`src/rtl/mask_pkg.sv`:
```
// Shared mode encodings and the mask transform used by mask_stage.
// Widths up to MAX_W are handled by zero-extending into the helper.
package mask_pkg;

    localparam logic [1:0] MODE_AND  = 2'b00;
    localparam logic [1:0] MODE_OR   = 2'b01;
    localparam logic [1:0] MODE_XOR  = 2'b10;
    localparam logic [1:0] MODE_PASS = 2'b11;

    localparam int MAX_W = 64;

    function automatic logic [MAX_W-1:0] apply_mask(
        input logic [MAX_W-1:0] d,
        input logic [MAX_W-1:0] m,
        input logic [1:0]       mode
    );
        logic [MAX_W-1:0] r;
        r = d;
        unique case (mode)
            MODE_AND:  r = d & m;
            MODE_OR:   r = d | m;
            MODE_XOR:  r = d ^ m;
            MODE_PASS: r = d;
        endcase
        return r;
    endfunction

endpackage

```
`src/rtl/mask_fifo2.sv`:
```
// Two-entry FIFO with registered occupancy; slot0 is always the head.
// Push at full and pop at empty are ignored.
module mask_fifo2
    import mask_pkg::*;
#(
    parameter int WIDTH = 4
) (
    input  logic             clk,
    input  logic             reset,
    input  logic             push,
    input  logic             pop,
    input  logic [WIDTH-1:0] wdata,
    output logic [1:0]       count,
    output logic [WIDTH-1:0] head
);

    logic [WIDTH-1:0] slot0;
    logic [WIDTH-1:0] slot1;
    logic             do_push;
    logic             do_pop;

    assign do_push = push && (count != 2'd2);
    assign do_pop  = pop && (count != 2'd0);
    assign head    = slot0;

    always_ff @(posedge clk) begin
        if (reset) begin
            count <= 2'd0;
            slot0 <= '0;
            slot1 <= '0;
        end else begin
            case ({do_push, do_pop})
                2'b10: begin
                    if (count == 2'd0) slot0 <= wdata;
                    else               slot1 <= wdata;
                    count <= count + 2'd1;
                end
                2'b01: begin
                    slot0 <= slot1;
                    count <= count - 2'd1;
                end
                // Only reachable at occupancy 1: new word replaces the head.
                2'b11: slot0 <= wdata;
                default: ;
            endcase
        end
    end

endmodule

```
`src/rtl/mask_stage.sv`:
```
// Buffered mask stage: transforms accepted words with the current mask/mode,
// queues them in a 2-entry FIFO and counts delivered words.
module mask_stage
    import mask_pkg::*;
#(
    parameter int               WIDTH        = 4,
    parameter logic [WIDTH-1:0] DEFAULT_MASK = WIDTH'(4'b0111),
    parameter int               CNT_W        = 16
) (
    input  logic             clk,
    input  logic             reset,
    input  logic             in_valid,
    output logic             in_ready,
    input  logic [WIDTH-1:0] in_data,
    output logic             out_valid,
    input  logic             out_ready,
    output logic [WIDTH-1:0] out_data,
    input  logic             mask_we,
    input  logic [WIDTH-1:0] mask_wdata,
    input  logic [1:0]       mode_wdata,
    output logic [WIDTH-1:0] mask_q,
    output logic [1:0]       mode_q,
    output logic [CNT_W-1:0] xfer_count
);

    logic [1:0]       occ;
    logic             push;
    logic             pop;
    logic [WIDTH-1:0] xf;

    // Full buffer blocks intake even when a pop happens in the same cycle.
    assign in_ready  = !reset && (occ != 2'd2);
    assign out_valid = (occ != 2'd0);
    assign push      = in_valid && in_ready;
    assign pop       = out_valid && out_ready;

    assign xf = WIDTH'(apply_mask(MAX_W'(in_data), MAX_W'(mask_q), mode_q));

    always_ff @(posedge clk) begin
        if (reset) begin
            mask_q <= DEFAULT_MASK;
            mode_q <= MODE_AND;
        end else if (mask_we) begin
            mask_q <= mask_wdata;
            mode_q <= mode_wdata;
        end
    end

    always_ff @(posedge clk) begin
        if (reset) begin
            xfer_count <= '0;
        end else if (pop) begin
            xfer_count <= xfer_count + CNT_W'(1);
        end
    end

    mask_fifo2 #(
        .WIDTH(WIDTH)
    ) u_fifo (
        .clk   (clk),
        .reset (reset),
        .push  (push),
        .pop   (pop),
        .wdata (xf),
        .count (occ),
        .head  (out_data)
    );

endmodule

```
`config.mk`:
```
export PLATFORM = sky130hd
export DESIGN_NAME = mask_stage
export DESIGN_NICKNAME = d
export VERILOG_FILES = /design/src/rtl/mask_pkg.sv /design/src/rtl/mask_fifo2.sv /design/src/rtl/mask_stage.sv
export SDC_FILE = /design/constraint.sdc
export NUM_CORES = 1
export LEC_CHECK = 0
export BUFFER_PORTS_ARGS = -buffer_cell sky130_fd_sc_hd__buf_2
export CAP_MARGIN = 10
export CORE_ASPECT_RATIO = 2
export CORE_MARGIN = 1
export CORE_UTILIZATION = 45
export DETAILED_ROUTE_END_ITERATION = 8
export PLACE_DENSITY_LB_ADDON = 0.15
export SLEW_MARGIN = 20
export SYNTH_ARGS = -nofsm -noshare
export SYNTH_HDL_FRONTEND = slang
export SYNTH_SLANG_ARGS = --single-unit
```
`constraint.sdc`:
```
create_clock -name clk -period 4.9 [get_ports clk]
set_clock_uncertainty 0.05 [all_clocks]
set_input_delay 0.735 -clock clk [delete_from_list [all_inputs] [get_ports clk]]
set_output_delay 0.735 -clock clk [all_outputs]
set_load 0.01 [all_outputs]
```
After elaboration in Yosys (flattened, before gate mapping)
Index checks and enable logic that the tools add are counted.
{"block": "totals", "reg_bits": 32, "inputBits": 15, "output_inout_bits": 28, "wordCells": 38}
{"block": "op_classes", "add_sub_neg": 3, "eq_ne": 8, "n_mux": 4, "bitwise_logic": 4, "n_reduce_logical": 13}
{"operator": "adder 16 x 1 -> 16 bit, second input constant", "n": 1}
{"operator": "one-hot mux 4 bit (4 select lines)", "n": 1}
{"operator": "one-hot mux 4 bit (3 select lines)", "n": 1}
{"operator": "== test 2 bit, second input constant", "n": 4}
{"operator": "logical AND 1 bit", "n": 5}
{"operator": "AND 4 bit", "n": 1}
{"operator": "== test 2 x 1 -> 1 bit, second input constant", "n": 2}
{"operator": "zero test 2 bit", "n": 2}
{"operator": "two-way mux 4 bit", "n": 1}
{"operator": "bitwise OR 4 bit", "n": 1}
{"operator": "one-hot mux 2 bit (2 select lines)", "n": 1}
{"operator": "AND reduction 2 bit", "n": 2}
{"operator": "nonzero test 2 bit", "n": 2}
{"operator": "bitwise XOR 4 bit", "n": 1}
{"operator": "nonzero test 3 bit", "n": 1}
{"operator": "adder 2 x 1 -> 2 bit, second input constant", "n": 1}
{"operator": "inequality test 2 x 1 -> 1 bit, second input constant", "n": 1}
{"operator": "inequality test 2 bit, second input constant", "n": 1}
{"operator": "subtractor 2 x 1 -> 2 bit, second input constant", "n": 1}
{"operator": "zero test 1 bit", "n": 1}
{"operator": "inverter 1 bit", "n": 1}

Longest topological paths before layout
{"block": "logic_depth", "word_depth": 7, "ltp_mapped": 9, "ltp_nobuf": 8}

Modules after synthesis
From an unflattened synthesis, not the netlist that was laid out.
{"block": "hier_totals", "cells_unflattened": 181, "area_unflattened_um2": 1716.6}
{"mod": "mask_stage", "instances": 1, "cells_each": 128, "area_each_um2": 1193.6}
{"mod": "mask_fifo2", "instances": 1, "cells_each": 53, "area_each_um2": 523.0}

Least setup slack after synthesis
OpenSTA, ideal clock, no wires.
{"block": "synth_path", "path_kind": "input -> register", "from": "in reset", "to": "reg u_fifo.count[1]", "setup_time_ns": 0.071, "arrival_ns": 2.327, "required_time_ns": 4.779, "slack_ns": 2.452, "cell_stages": 9, "path_cell_list": "clkbuf_1 > clkbuf_1 > a21oi_1 > nand2_1 > ha_1 > buf_2 > xnor2_1 > or3_1 > a21oi_1"}
{"block": "synth_between", "elab_chain_len": 6, "elab_cells_between_ends": 8, "classes_between": "eq/ne (2); mux (1); reduce/logical (5)"}
{"item": "start, declared", "line": "mask_stage.sv:11", "text": "input logic reset,"}
{"item": "zero test 1 bit *", "line": "mask_stage.sv:32", "text": "assign in_ready = !reset && (occ != 2'd2);"}
{"item": "logical AND 1 bit *", "line": "mask_stage.sv:32"}
{"item": "net in_ready", "line": "mask_stage.sv:13", "text": "output logic in_ready,"}
{"item": "logical AND 1 bit *", "line": "mask_stage.sv:34", "text": "assign push = in_valid && in_ready;"}
{"item": "logical AND 1 bit *", "line": "mask_fifo2.sv:22", "text": "assign do_push = push && (count != 2'd2);"}
{"item": "== test 2 x 1 -> 1 bit / == test 2 bit (equally long branches)", "line": "mask_fifo2.sv:32", "text": "case ({do_push, do_pop})"}
{"item": "one-hot mux 2 bit (2 select lines) / nonzero test 2 bit (equally long branches)"}
{"item": "end signal, assigned", "line": "mask_fifo2.sv:36", "text": "count <= count + 2'd1;"}
{"item": "end signal, assigned", "line": "mask_fifo2.sv:40", "text": "count <= count - 2'd1;"}
{"item": "end, declared", "line": "mask_fifo2.sv:13", "text": "output logic [1:0] count,"}
The timed path passes the listed nets; every way through them passes the cells marked *.
A chain may end at the register's enable or synchronous reset.

Worst setup path in the final report
{"block": "layout_path", "from": "in reset", "to": "out in_ready"}
{"block": "layout_between", "elab_chain_len": 2}
{"item": "zero test 1 bit", "line": "mask_stage.sv:32"}
{"item": "logical AND 1 bit", "line": "mask_stage.sv:32"}
{"item": "end, declared", "line": "mask_stage.sv:13"}
Every way passes these cells.

==> impl_metrics.toml <==
[run_status]
outcome = "finished clean"

[floorplanning]
rows = 30
io_pins = 43
die_y_um = 88.0
die_area_mm2 = 0.00396
dieWidth_um = 45.0
initial_core_util = 0.482
fp.coreArea_mm2 = 0.00345

[sta]
fin_ws_ps = 2610
drv_slew = 0
timing.hold.ws_ps = 453
rsz0062_at_grt = "no"
fin_crit_ps = 2290
relSlewSlack = 0.610
hold_viol_final = 0
fmax_mhz = 437
post-route-period-util = 0.467
worst_pin_slew_ps = 585
fin_tns_setup_ps = 0
setup-violations-final = 0

[setup_path]
cp-end-kind = "output pin"
rr_startpoint = "u_fifo.count[0]$_SDFFE_PP0P_"
startpoint = "reset"
cp_max_fo = 35
r2r-end = "u_fifo.count[1]$_SDFFE_PP0P_"
r2r_slack_ps = 2760
critical_path_required_ps = 4120
start_kind = "input pin"
cp.arrival_ps = 1500
reg2reg_depth = 6
crit_end = "in_ready"
crit_type = "in -> out"

[global_routing]
antenna_found_initial = 0
grt_pass1_wl_um = 5930
overflow = 0
grtUsageTotal = 0.205
grt_pass1_vias = 1412
grt_max_degree = 36

[yosys]
synth_top_area_frac = 0.385
yosys-top-cells-area = "dfxtp_1, ha_1, mux2i_1, nor2_1, mux4_2"
syn_area_mm2 = 0.00167
ys_seq_area_frac = 0.385
synthCells = 176
synth-warning-count = 0
syn_nets = 202
synth_top_area_cell = "dfxtp_1"
synth_cell_type_count = 37
syn_area_per_cell_um2 = 9.46
ys_ff_latch = 32

[final_layout]
layout.cells.non_filler = 267
layout-drive-gt1-share = 0.274
area_growth_pct = 19.5
fill_cells = 327
seq_area_um2 = 641
layout.nets = 244
multiInputGateArea_um2 = 926
diodes = 0

[routing]
drcViolationCount = 0
routed_via_density = 5.10
initialDrtViolationCount = 25
wl_per_cell_um = 12.8
final_antenna_net_count = 0
drt-total-wl_um = 3410
firstDrtPassIters = 4
route.vias.total = 1363

[clock_network]
cts_setup_buffers = 0
cts_tree = "done"
ctsResizeCount = 0
clock-sinks = 32
cts_hold_buf = 0
clock_path_buffers = 2
cts_made_buffers = 5
insertion_delay_ps = 290
ctsRootBufferMaster = "clkbuf_8"
cts_max_level = 2
clkTransAtPathRegs_ps = 60

[job]
maxCapViolCount = 0

[placement]
gp_congestion = 0.763
dp_hpwl_um = 2650
dp_cells = 259
dp_slack_ps = 2400
portBuffers = 42

[hold_path]
min_from = "xfer_count[1]$_SDFFE_PP0P_"
hp-class = "reg -> reg"

[power_and_ir_drop]
power_density_mw_per_mm2 = 348
leakage_nw = 0.961
ir_drop_uv = 193
total_power_uw = 692
logic make-up after synthesis:
kind of cell	after synthesis	share of synthesized area
and+or+nand+nor	59	0.180
DFF	32	0.385
buffers and inverters	24	0.0594
AOI/OAI and AO/OA	21	0.0947
muxes	17	0.136
xor gates and xnor gates	12	0.0631
adders and majority gates	11	0.0826
critical path: stages:
cell     delay, ps
buf_2          460
a21oi_1        110
buf_2          180
layout make-up:
cell class | instances | share of cell area
sequential | 32 | 0.322
clock buffer | 8 | 0.0453
inverter | 17 | 0.0321
tap | 48 | 0.0302
timing repair buffer | 42 | 0.106
multi-input combinational | 120 | 0.465
layout by cell type (no fill, tap or decap), drive strengths merged, types with 2 or more instances in the layout:
cell type and instances:
a211oi 4, a21oi 5, buf 42, clkbuf 8, dfxtp 32, ha 11
inv 17, mux2 2, mux2i 11, mux4 4, nand2 12, nand3 4
nand4 3, nor2 26, nor2b 2, nor3 2, o211ai 4, o21ai 5
or2 2, or3 3, xnor2 6, xor2 6
flip-flops by register name, indices dropped and copies added, names as in the netlist:
register,count
xfer_count,16
mask_q,4
u_fifo.head,4
u_fifo.count,2
u_fifo.slot1,4
mode_q,2
where the power goes:
part | total [mW] | internal (mW) | leakage, nW | switching, mW
logic | 0.165 | 0.0744 | 0.655 | 0.0908
registers | 0.318 | 0.289 | 0.261 | 0.0296
clock network | 0.209 | 0.114 | 0.0455 | 0.0947
worst min path at each step:
stage	slack, ps	end	depth (start not counted)
after floorplan	410	u_fifo.slot1[0]$_SDFFE_PP0P_	2
after global placement	430	u_fifo.slot1[0]$_SDFFE_PP0P_	2
after detailed placement	440	xfer_count[1]$_SDFFE_PP0P_	2
after CTS	450	xfer_count[1]$_SDFFE_PP0P_	2
after global routing	480	xfer_count[1]$_SDFFE_PP0P_	2
final	450	xfer_count[1]$_SDFFE_PP0P_	2
synthesized netlist by cell type:
master and number:
buf_1 3, clkbuf_1 2, nor2_1 26, nand3_1 4, o21ai_2 1, nor3_1 2, xnor2_1 6, nor2b_1 2
a311oi_1 1, mux4_2 4, xor2_1 6, ha_1 11, mux2_1 1, inv_1 17, nand2b_1 1, a41o_1 1
and4bb_2 1, buf_2 1, o211ai_1 3, nand4_1 2, a21oi_1 5, o211ai_4 1, a211oi_1 4, mux2_4 1
and3_1 1, or2_4 1, or2_2 1, mux2i_1 11, nand2_1 12, dfxtp_1 32, and4_1 1, nand4_2 1
or3_1 3, o2111a_1 1, nor4_4 1, buf_6 1, o21ai_0 4
through the flow:
stage          utilization  cell area [um^2]
2_1_floorplan            -              1670
3_3_place_gp         0.550              1900
3_5_place_dp         0.550              1900
4_1_cts              0.576              1990
5_1_grt              0.576              1990
6_report             0.576              1990
routing by layer:
metal | up-vias | wire [um] | global-route usage
met5 | - | 0 | 0
met4 | 0 | 64 | 0.0826
met3 | 6 | 140 | 0.0598
met2 | 36 | 1940 | 0.386
met1 | 643 | 1270 | 0.195
li1 | 678 | - | -
Power figures use the tool's default switching activity.
